<file path="src/rtl/barrel_shifter.sv">
// n-bit barrel shifter: logical left, logical right and arithmetic right.
// Combinational result plus a registered copy for pipelined consumers.
`timescale 1ns/1ps
module barrel_shifter #(
  parameter int n = 16,
  parameter int m = $clog2(n)
) (
  input  logic         clk,
  input  logic         rst_n,
  input  logic [n-1:0] data,
  input  logic [m-1:0] shamt,
  input  logic         dir,
  input  logic         arith,
  output logic [n-1:0] out,
  output logic [n-1:0] out_q
);

  logic         fill;
  logic [n-1:0] rev_in;
  logic [n-1:0] rev_out;
  logic [m:0][n-1:0] st;

  assign fill = arith & dir & data[n-1];

  always_comb begin
    rev_in = '0;
    for (int i = 0; i < n; i++)
      rev_in[i] = data[n-1-i];
  end

  assign st[0] = dir ? rev_in : data;

  // Right shifts run through the same left stages on a bit-reversed operand
  for (genvar k = 0; k < m; k++) begin : g_stage
    localparam int s = 1 << k;
    for (genvar i = 0; i < n; i++) begin : g_bit
      if (i >= s) begin : g_mv
        assign st[k+1][i] = shamt[k] ? st[k][i-s] : st[k][i];
      end else begin : g_fill
        assign st[k+1][i] = shamt[k] ? fill : st[k][i];
      end
    end
  end

  always_comb begin
    rev_out = '0;
    for (int i = 0; i < n; i++)
      rev_out[i] = st[m][n-1-i];
  end

  assign out = dir ? rev_out : st[m];

  always_ff @(posedge clk or negedge rst_n) begin
    if (!rst_n)
      out_q <= '0;
    else
      out_q <= out;
  end

endmodule

</file>
<file path="config.mk">
export PLATFORM = sky130hd
export DESIGN_NAME = barrel_shifter
export DESIGN_NICKNAME = d
export VERILOG_FILES = /design/src/rtl/barrel_shifter.sv
export SDC_FILE = /design/constraint.sdc
export NUM_CORES = 1
export LEC_CHECK = 0
export CAP_MARGIN = 10
export CORE_MARGIN = 2
export CORE_UTILIZATION = 45
export CTS_BUF_LIST = sky130_fd_sc_hd__clkbuf_4 sky130_fd_sc_hd__clkbuf_8
export DETAILED_ROUTE_END_ITERATION = 8
export MAX_ROUTING_LAYER = met4
export PLACE_DENSITY = 0.78
export SLEW_MARGIN = 20
export SYNTH_ARGS = -nofsm -noshare
export SYNTH_HDL_FRONTEND = slang
export SYNTH_SLANG_ARGS = --single-unit
</file>
<file path="constraint.sdc">
create_clock -name clk -period 3.4 [get_ports clk]
set_clock_uncertainty 0.2 [all_clocks]
set_input_delay 0.51 -clock clk [delete_from_list [all_inputs] [get_ports clk]]
set_output_delay 0.51 -clock clk [all_outputs]
set_load 0.03 [all_outputs]
</file>
==> out/metrics.csv <==
metric,value,unit
run status,finished with violations,
failing checks,setup timing,
CP arrival,2690,ps
largest net degree at the start of global routing,17,
Worst-path clk slew,70,ps
Largest Register,out_q,
Final HPWL DP,5.22,mm
fillers,270,
DR DRC count,0,
Synth area leaders,"dfrtp_1 (23%), mux4_2 (19%), mux2i_1 (10%)",
number of nets in the layout,300,
final setup vio count,1,
Register Area,400,um2
max cap viols,0,
Synth Register Bits,16,
Yosys top cell area share,0.226,
register area share after synthesis,0.226,
Multi-input gate area,0.00132,mm2
Post-synth EDFFs,0,
Slew headroom,0.526,
Largest register FFs,16,
drt pass-1 iters,5,
Die H,66.8,um
Post-Synthesis Cells,172,
routability cong.,0.953,
worst slack at placement,-526,ps
Unique masters post-synth,42,
Setup crit start kind,input port,
Slowest cell on crit path,mux4_2,
clk sink count,16,
P_leak,1.30,nW
number of routed nets with antenna violations,0,
DR vias/cell,6.43,
Worst Path Required,2690,ps
Core Region,0.00372,mm2
CTS buffer count,3,
Total GRT Usage,0.316,
Synth Cell Area,0.00177,mm2
# hold bufs at CTS,0,
PortBufs,55,
Root Driver,clkbuf_8,
fin crit share,1.00,
Critical Path End Type,output pin,
Vias,2077,
Starting Density,0.477,
worst hold path type,input port to asynchronous set/reset pin,
die footprint,0.00446,mm2
io pins,56,
CP max stage delay,500,ps
Max Clk Rate,294,MHz
num rows,22,
Final Max Slew Viols,0,
"Hold Vio Cnt, Final",0,
vias in the first global route,1969,
Clock Path Buffers,2,
Crit path top cell by count,buf_4,
Synth Warn #,0,
CTS tree,done,
"IR drop worst, VDD",0.000192,V
initial antenna violation count,0,
setup TNS,-2.11,ps
syn_nets,196,
DRT iter0 DRCs,182,
Worst-Margin Slew,709,ps
RSZ-0062 raised after global routing,true,
layout cells sized above 1,0.425,
Critical Path Fanout Max,5,
asr flop ratio synth,1.00,
cells along the critical path,"clkdlybuf4s50_1, mux4_2, buf_4, buf_4, a22oi_1, o32ai_1, buf_4, nor2_1, a21oi_2, buf_4",
top_reg_cell synth,dfrtp_1,
Antenna diodes,0,
Cell Pwr Density,332,mW/mm2
"Power, Total",933,uW
global-route wire length before repair,10.1,mm
Congestion Overflow GR,0,
P&R area growth vs syn,58.6,%
final worst slack,-2.11,ps
Max H-tree Level,1,
Critical Setup Path Class,input port to output pin,
Final min period,3400,ps
drt wl/cell,20.4,um
"Avg Cell Area, Syn",10.3,um2
post-synth top area cell,dfrtp_1,
Die X,66.8,um
Largest regs,out_q: 16 flops,
Routed WL,6.59,mm
final core occ,0.757,
==> cells in the final DEF (no fill, tap or decap), drive strengths merged, types with 5 or more instances in the layout <==
master | Yosys | routed
dfrtp | 16 | 16
mux2i | 18 | 18
buf | 7 | 77
o21ai | 12 | 12
mux4 | 20 | 20
nand2 | 17 | 17
dlymetal6s2s | 0 | 6
clkdlybuf4s50 | 0 | 29
nor2 | 14 | 14
mux2 | 5 | 5
a21oi | 10 | 10
==> worst max path at each step <==
stage             start      end  slack (ps)  depth (start not counted)
2_1_floorplan  shamt[1]   out[8]         460                          7
3_3_place_gp   shamt[0]   out[1]        -460                          7
3_5_place_dp   shamt[0]   out[1]        -530                          7
4_1_cts         data[6]   out[1]         -30                          6
5_1_grt         data[2]  out[11]         -30                         10
6_report        data[2]  out[11]          -2                         10
==> cell usage after synthesis (5+ instances only) <==
library cell  number
mux4_1             5
nor2_1            14
nand2_1           17
o21ai_0            8
a21oi_1           10
mux2i_1           18
dfrtp_1           16
clkbuf_1           9
mux4_2            15
==> per-stage QoR <==
step	cell area [um2]	hold slack, ps	instances
final	2810	479	323
after global routing	2810	551	323
after CTS	2810	508	321
after detailed placement	2710	774	315
after global placement	2710	742	315
after floorplan	1770	14.4	172
==> power breakdown <==
group          internal (mW)  switching, mW  leakage [nW]
logic                  0.247          0.293          1.07
clock network          0.103         0.0703        0.0288
registers              0.214        0.00610         0.198
==> critical path: cells and delay by family <==
kind            cells  cell delay, ps
buf+inv             5            1120
mux                 1             500
compound gates      3             420
simple gates        1             150
==> what timing repair did <==
action                     CTS  global route
gates resized for setup     57            27
setup endpoints to repair   12            15
buffers inserted             2             2
pin swaps                    0             2
==> final cells by class <==
type / count / share of cell area
clock buffer: 4 / 0.0196
inverter: 4 / 0.00534
multi-input combinational: 136 / 0.470
sequential: 16 / 0.142
tap: 48 / 0.0213
timing repair buffer: 115 / 0.341
==> metal layers <==
| layer | up-vias | share of wire | GRT usage |
|---|---|---|---|
| li1 | 900 | - | - |
| met1 | 982 | 0.36 | 0.384 |
| met2 | 163 | 0.50 | 0.534 |
| met3 | 32 | 0.10 | 0.0405 |
| met4 | 0 | 0.037 | 0.128 |
| met5 | - | 0 | - |
==> logic make-up after synthesis <==
group,Yosys count,synth area share
compound gates,50,0.210
xor+xnor,1,0.00494
mux,43,0.400
flops,16,0.226
simple gates,42,0.102
buf+inv,20,0.0578
No activity file was read; power rests on OpenSTA's default activity.
